`src/rtl/point_store_if.sv`:
```
// Bus between the core and the point store unit: start request, point operand,
// status flags and the word-wide memory port.
interface point_store_if #(
  parameter int WORDS = 8
);
  logic                   start;
  logic [31:0]            base_addr;
  logic [32*WORDS-1:0]    point_data;
  logic                   busy;
  logic                   done;
  logic                   err;
  logic [3:0]             err_idx;
  logic [31:0]            mem_addr;
  logic [31:0]            mem_wdata;
  logic                   mem_we;
  logic [31:0]            mem_rdata;

  modport master (
    output start, base_addr, point_data, mem_rdata,
    input  busy, done, err, err_idx, mem_addr, mem_wdata, mem_we
  );

  modport slave (
    input  start, base_addr, point_data, mem_rdata,
    output busy, done, err, err_idx, mem_addr, mem_wdata, mem_we
  );
endinterface

```
`src/rtl/point_store_unit.sv`:
```
// Writes a WORDS x 32-bit point to consecutive word addresses starting at base.
// Define POINT_STORE_READBACK_EN to read back and compare each word after writing it.
module point_store_unit #(
  parameter int WORDS = 8
) (
  input  logic         clk,
  input  logic         rst_n,
  point_store_if.slave bus
);

  localparam logic [3:0] LAST_IDX = 4'(WORDS - 1);

  typedef enum logic [1:0] {
    IDLE,
    WRITE,
`ifdef POINT_STORE_READBACK_EN
    READ,
`endif
    DONE
  } state_t;

  state_t              state_reg, state_next;
  logic [3:0]          idx_reg, idx_next;
  logic [32*WORDS-1:0] point_reg, point_next;
  logic                busy_reg, busy_next;
  logic                done_reg, done_next;
  logic [31:0]         mem_addr_reg, mem_addr_next;
  logic [31:0]         mem_wdata_reg, mem_wdata_next;
  logic                mem_we_reg, mem_we_next;
`ifdef POINT_STORE_READBACK_EN
  logic                err_reg, err_next;
  logic [3:0]          err_idx_reg, err_idx_next;
`endif

  // Fixed 16-entry view so a 4-bit index never runs past the array.
  logic [31:0] word_arr [16];

  generate
    for (genvar gi = 0; gi < 16; gi++) begin : g_word
      if (gi < WORDS) begin : g_used
        assign word_arr[gi] = point_reg[32*gi +: 32];
      end else begin : g_pad
        assign word_arr[gi] = 32'h0;
      end
    end
  endgenerate

  always_comb begin
    state_next     = state_reg;
    idx_next       = idx_reg;
    point_next     = point_reg;
    busy_next      = busy_reg;
    done_next      = 1'b0;
    mem_addr_next  = mem_addr_reg;
    mem_wdata_next = mem_wdata_reg;
    mem_we_next    = 1'b0;
`ifdef POINT_STORE_READBACK_EN
    err_next       = err_reg;
    err_idx_next   = err_idx_reg;
`endif
    case (state_reg)
      IDLE: begin
        if (bus.start) begin
          state_next     = WRITE;
          idx_next       = 4'd0;
          point_next     = bus.point_data;
          busy_next      = 1'b1;
          mem_addr_next  = {bus.base_addr[31:2], 2'b00};
          mem_wdata_next = bus.point_data[31:0];
          mem_we_next    = 1'b1;
`ifdef POINT_STORE_READBACK_EN
          err_next       = 1'b0;
          err_idx_next   = 4'd0;
`endif
        end
      end
      WRITE: begin
`ifdef POINT_STORE_READBACK_EN
        // Address is held so the read checks the word just written.
        state_next = READ;
`else
        if (idx_reg == LAST_IDX) begin
          state_next = DONE;
          done_next  = 1'b1;
        end else begin
          idx_next       = idx_reg + 4'd1;
          mem_addr_next  = mem_addr_reg + 32'd4;
          mem_wdata_next = word_arr[idx_reg + 4'd1];
          mem_we_next    = 1'b1;
        end
`endif
      end
`ifdef POINT_STORE_READBACK_EN
      READ: begin
        // Only the first mismatch is recorded.
        if ((bus.mem_rdata != word_arr[idx_reg]) && !err_reg) begin
          err_next     = 1'b1;
          err_idx_next = idx_reg;
        end
        if (idx_reg == LAST_IDX) begin
          state_next = DONE;
          done_next  = 1'b1;
        end else begin
          state_next     = WRITE;
          idx_next       = idx_reg + 4'd1;
          mem_addr_next  = mem_addr_reg + 32'd4;
          mem_wdata_next = word_arr[idx_reg + 4'd1];
          mem_we_next    = 1'b1;
        end
      end
`endif
      DONE: begin
        state_next = IDLE;
        busy_next  = 1'b0;
      end
      default: state_next = IDLE;
    endcase
  end

  always_ff @(posedge clk) begin
    if (!rst_n) begin
      state_reg     <= IDLE;
      idx_reg       <= 4'd0;
      point_reg     <= '0;
      busy_reg      <= 1'b0;
      done_reg      <= 1'b0;
      mem_addr_reg  <= 32'h0;
      mem_wdata_reg <= 32'h0;
      mem_we_reg    <= 1'b0;
`ifdef POINT_STORE_READBACK_EN
      err_reg       <= 1'b0;
      err_idx_reg   <= 4'd0;
`endif
    end else begin
      state_reg     <= state_next;
      idx_reg       <= idx_next;
      point_reg     <= point_next;
      busy_reg      <= busy_next;
      done_reg      <= done_next;
      mem_addr_reg  <= mem_addr_next;
      mem_wdata_reg <= mem_wdata_next;
      mem_we_reg    <= mem_we_next;
`ifdef POINT_STORE_READBACK_EN
      err_reg       <= err_next;
      err_idx_reg   <= err_idx_next;
`endif
    end
  end

  assign bus.busy      = busy_reg;
  assign bus.done      = done_reg;
  assign bus.mem_addr  = mem_addr_reg;
  assign bus.mem_wdata = mem_wdata_reg;
  assign bus.mem_we    = mem_we_reg;
`ifdef POINT_STORE_READBACK_EN
  assign bus.err       = err_reg;
  assign bus.err_idx   = err_idx_reg;
`else
  assign bus.err       = 1'b0;
  assign bus.err_idx   = 4'd0;
  wire unused_rdata    = ^bus.mem_rdata;
`endif

endmodule

```
`src/flat_wrapper.sv`:
```
// flat-port wrapper written by rule: the top's interface ports become plain ports
module point_store_unit_flat 
#(
  parameter int WORDS = 8
)
  (clk, rst_n, bus_start, bus_base_addr, bus_point_data, bus_mem_rdata, bus_busy, bus_done, bus_err, bus_err_idx, bus_mem_addr, bus_mem_wdata, bus_mem_we);
  point_store_if #(.WORDS(WORDS)) bus_i ();
  input  logic clk;
  input  logic rst_n;
  input wire logic [$bits(bus_i.start)-1:0] bus_start;
  input wire logic [$bits(bus_i.base_addr)-1:0] bus_base_addr;
  input wire logic [$bits(bus_i.point_data)-1:0] bus_point_data;
  input wire logic [$bits(bus_i.mem_rdata)-1:0] bus_mem_rdata;
  output wire logic [$bits(bus_i.busy)-1:0] bus_busy;
  output wire logic [$bits(bus_i.done)-1:0] bus_done;
  output wire logic [$bits(bus_i.err)-1:0] bus_err;
  output wire logic [$bits(bus_i.err_idx)-1:0] bus_err_idx;
  output wire logic [$bits(bus_i.mem_addr)-1:0] bus_mem_addr;
  output wire logic [$bits(bus_i.mem_wdata)-1:0] bus_mem_wdata;
  output wire logic [$bits(bus_i.mem_we)-1:0] bus_mem_we;
  assign bus_i.start = bus_start;
  assign bus_i.base_addr = bus_base_addr;
  assign bus_i.point_data = bus_point_data;
  assign bus_i.mem_rdata = bus_mem_rdata;
  assign bus_busy = bus_i.busy;
  assign bus_done = bus_i.done;
  assign bus_err = bus_i.err;
  assign bus_err_idx = bus_i.err_idx;
  assign bus_mem_addr = bus_i.mem_addr;
  assign bus_mem_wdata = bus_i.mem_wdata;
  assign bus_mem_we = bus_i.mem_we;
  point_store_unit #(.WORDS(WORDS)) u_core (.clk(clk), .rst_n(rst_n), .bus(bus_i));
endmodule
```
`config.mk`:
```
export PLATFORM = sky130hd
export DESIGN_NAME = point_store_unit_flat
export DESIGN_NICKNAME = d
export VERILOG_FILES = /design/src/rtl/point_store_if.sv /design/src/rtl/point_store_unit.sv /design/src/flat_wrapper.sv
export SDC_FILE = /design/constraint.sdc
export NUM_CORES = 1
export LEC_CHECK = 0
export BUFFER_PORTS_ARGS = -buffer_cell sky130_fd_sc_hd__buf_2
export CORE_MARGIN = 4
export CORE_UTILIZATION = 55
export CTS_BUF_LIST = sky130_fd_sc_hd__clkbuf_8
export CTS_CLUSTER_SIZE = 28
export DETAILED_ROUTE_END_ITERATION = 7
export PLACE_DENSITY = 0.83
export SLEW_MARGIN = 20
export SYNTH_ARGS = -nofsm -noshare
export SYNTH_HDL_FRONTEND = slang
export SYNTH_SLANG_ARGS = --single-unit
```
`constraint.sdc`:
```
create_clock -name clk -period 6.4 [get_ports clk]
set_input_delay 1.28 -clock clk [delete_from_list [all_inputs] [get_ports clk]]
set_output_delay 1.28 -clock clk [all_outputs]
set_load 0.01 [all_outputs]
```
==> results summary <==
The run finished with clean final reports. The category of the most critical setup path is register to register. The critical path ends at u_core.bus.mem_wdata[26]. Summed over all instances, the cell type with the most area after synthesis is sky130_fd_sc_hd__dfxtp_1.

TritonCTS built the clock tree. Setup repair after global routing left no endpoint under its margin. The worst stage delay on the critical path is 790 ps.

The gate count after technology mapping is 1649. The setup TNS came out at 0 ps. For this block, the initial DRC count from the detailed router was 1307. The worst hold path passes through 2 cells.

The average wire length per cell after detail routing is 18.5 um. The clock root buffer is sky130_fd_sc_hd__clkbuf_8. The total power divided by cell area came out at 283 mW/mm^2. The post-synthesis average cell area came out at 8.65 um^2.

The setup slack on the worst flop-to-flop path is 3060 ps. The count of instances resized after the clock tree is built is 0. For this design, the sink count on the clock tree is 327. The count of input and output buffers is 353. The total wire length after detailed routing is 42.7 mm. After detailed routing, the number of vias per cell comes to 5.71. The number of fill cells came out at 2040. During I/O placement, the number of pins put on the boundary was 395.

The clock tree synthesis step divided the H-tree into 2 levels. The commonest cells after synthesis are sky130_fd_sc_hd__nand2_1, sky130_fd_sc_hd__dfxtp_1, sky130_fd_sc_hd__a21oi_1, sky130_fd_sc_hd__clkbuf_1, sky130_fd_sc_hd__mux4_2. The die covers 0.0286 mm^2. The post-route clock period utilization came out at 0.522.

The final worst clock skew is 45.2 ps. The residual DRC count came out at 0. The number of hold buffers added after cts came out at 0. The area used by multi-input combinational logic is 0.00695 mm^2. For this run, the share of the core covered by cells in the final layout is 0.670.

The number of antenna violations at the first check in global routing is 15. sky130_fd_sc_hd__nand2_1 is the most common cell in the netlist. The peak fanout along the critical path came out at 152.

The remaining global-route overflow is 0. The post-synthesis to final-layout area growth is 19.0%. The number of hold violations in the final report is 0.

For this run, the detailed router's first-pass iteration total came to 7. Once the clock tree was built, the setup fixing pass inserted 0 buffers. The critical register-to-register path startpoint is u_core.idx_reg[0]. The cell family contributing the most delay on the critical path is compound AO/OA/AOI/OAI gates. STA classifies the critical path startpoint as a register.

The via count is 13200. The largest net degree at the start of global routing came out at 167. The initial utilization of the core area, before any placement, comes to 0.563. In this run, distinct cell masters in the synthesized netlist total 61. The endpoint arrival time on the critical path came out at 3770 ps. The path depth of the worst reg2reg path is 7.

Summing every instance area after synthesis gives 0.0143 mm^2. The routed design could run at a clock period as short as 3340 ps. For the pin with the worst max-slew slack, the measured transition is 1050 ps.

The count of synthesis-stage warnings from yosys is 0. The cell depth of the worst setup path is 7. The number of non-filler instances in the completed layout came out at 2311.

The total of flip-flops plus latches after synthesis came out at 327. The share of post-route cells with drive strength above 1 came out at 0.265. The first global-routing pass estimated 65.9 mm of wire. The endpoint of the most critical register-to-register path is u_core.bus.mem_wdata[26].

The portion of the post-synthesis area used by sequential elements came out at 0.459. In the post-synthesis netlist, the biggest area contributors are sky130_fd_sc_hd__dfxtp_1, sky130_fd_sc_hd__nand2_1, sky130_fd_sc_hd__mux4_2. The fmax is 0.299 GHz.

The critical path goes through ha_4, and3b_1, a211o_4, nor2_8, buf_12, a22oi_1, o22ai_1. The total routing resource utilization after global routing came out at 0.284. The most used flip-flop cell after synthesis is sky130_fd_sc_hd__dfxtp_1.

The number of nets still failing antenna checks after routing is 0. The die extent in x is 169 um. The static leakage is 7.10 nW.

The net count reported at finish came out at 2257. The number of CTS-inserted buffers is 52. The min-delay analysis places its worst path in the category register to register.

The number of flip-flops in the largest register came out at 256. The max-capacitance violation count is 0. The insertion delay to the later sink of the worst-skew pair is 600 ps. The number of instances in the placed design came out at 2207. The kind of end point of the critical path is a register. The total number of placement rows is 58.

The number of max-slew violations in the final report came to 0. The combined flip-flop and latch cell area is 0.00655 mm^2. The first element of the critical path is u_core.idx_reg[0]. The headroom to the max-slew limit came out at 0.297. The required time of the critical path is 6830 ps. Overall power consumption after layout is estimated at 4.79 mW. The core region is 0.0253 mm^2. The buffer depth of the longest clock path came out at 3. The clock transition time at the flip-flop clock pins of the worst setup and hold paths is 60 ps.

The number of global-route vias before repair came to 12900. The largest voltage drop on the vdd net came out at 0.199 mV. The die extent in y is 169 um. The number of buffers and inverters on the critical path is 1.

The number of enable-type register cells in the synthesized netlist is 0. The proportion of synthesized flip-flops having asynchronous set or reset is 0. Setup violations remaining at the end of the flow were counted as 0. The half-perimeter wire length of the detailed placement result came out at 28.7 mm. For this design, the slowest cell found on the critical path is sky130_fd_sc_hd__a211o_4.

The routability-driven placement congestion ratio is 0.932. The top cell type's share of synthesized area came out at 0.459.
## worst min-delay path by stage
| stage | start | end | slack [ps] |
|---|---|---|---|
| 3_5_place_dp | u_core.point_reg[215] | u_core.point_reg[215] | 440 |
| 2_1_floorplan | u_core.point_reg[0] | u_core.point_reg[0] | 430 |
| 3_3_place_gp | u_core.point_reg[27] | u_core.point_reg[27] | 440 |
| 5_1_grt | u_core.point_reg[123] | u_core.point_reg[123] | 470 |
| 6_report | u_core.point_reg[167] | u_core.point_reg[167] | 450 |
| 4_1_cts | u_core.point_reg[215] | u_core.point_reg[215] | 450 |
## per-stage QoR
stage / instance area, um^2 / worst slack [ps] / hold slack (ps)
finish: 17000 / 3060 / 452
global route: 17000 / 2930 / 469
CTS: 16900 / 3140 / 452
detailed placement: 15800 / 2870 / 444
global placement: 15800 / 2890 / 438
floorplan: 14300 / 3980 / 433
## logic make-up (layout without fill, tap and decap cells)
kind of cell / count (synthesis) / in the layout / synth area share
DFF: 327 / 327 / 0.459
adders and majority gates: 2 / 2 / 0.00176
other: 1 / 15 / 0.000263
muxes: 99 / 99 / 0.126
and+or+nand+nor: 668 / 668 / 0.192
xor gates and xnor gates: 2 / 2 / 0.00123
buffers and inverters: 149 / 467 / 0.0585
AOI/OAI and AO/OA: 401 / 401 / 0.161
## power breakdown
group          internal (mW)  switching, mW
clock                  0.990          0.834
sequential              2.18         0.0979
combinational          0.296          0.391
## layer usage
metal,vias up,routed length [um],GRT usage
met1,6227,16000,0.336
met5,-,94,0
met2,555,20900,0.480
met4,16,2070,0.152
li1,6276,-,-
met3,117,3590,0.0673
## cell type report
class	count	share of cell area
multi-input cells	1179	0.410
diodes	8	0.00118
clock inverters	24	0.00701
well taps	330	0.0243
repair buffers	364	0.112
inverters	8	0.00221
flip-flops and latches	327	0.386
clock buffers	71	0.0576
## layout by cell type (no fill, tap or decap), types with 4 or more instances in the layout
master                     instances
sky130_fd_sc_hd__a21oi_1         277
sky130_fd_sc_hd__a22oi_1          37
sky130_fd_sc_hd__and2_1            5
sky130_fd_sc_hd__and3_1            7
sky130_fd_sc_hd__buf_2           353
sky130_fd_sc_hd__buf_4             7
sky130_fd_sc_hd__clkbuf_8         71
sky130_fd_sc_hd__conb_1            7
sky130_fd_sc_hd__dfxtp_1         326
sky130_fd_sc_hd__diode_2           8
sky130_fd_sc_hd__inv_1            26
sky130_fd_sc_hd__mux2i_1          34
sky130_fd_sc_hd__mux4_2           64
sky130_fd_sc_hd__nand2_1         556
sky130_fd_sc_hd__nand3_1          24
sky130_fd_sc_hd__nand4_1          10
sky130_fd_sc_hd__nor2_1           28
sky130_fd_sc_hd__nor3_1            9
sky130_fd_sc_hd__nor4_1            6
sky130_fd_sc_hd__o21ai_0          16
sky130_fd_sc_hd__o22ai_1          34
sky130_fd_sc_hd__o31a_1            4
## worst register-to-register path: cells and delay by family (launching register included)
kind	cells	cell delay, ps
DFF	1	740
and+or+nand+nor	2	590
adders and majority gates	1	280
AOI/OAI and AO/OA	3	1270
buffers and inverters	1	310
No activity file was read; power rests on OpenSTA's default activity.
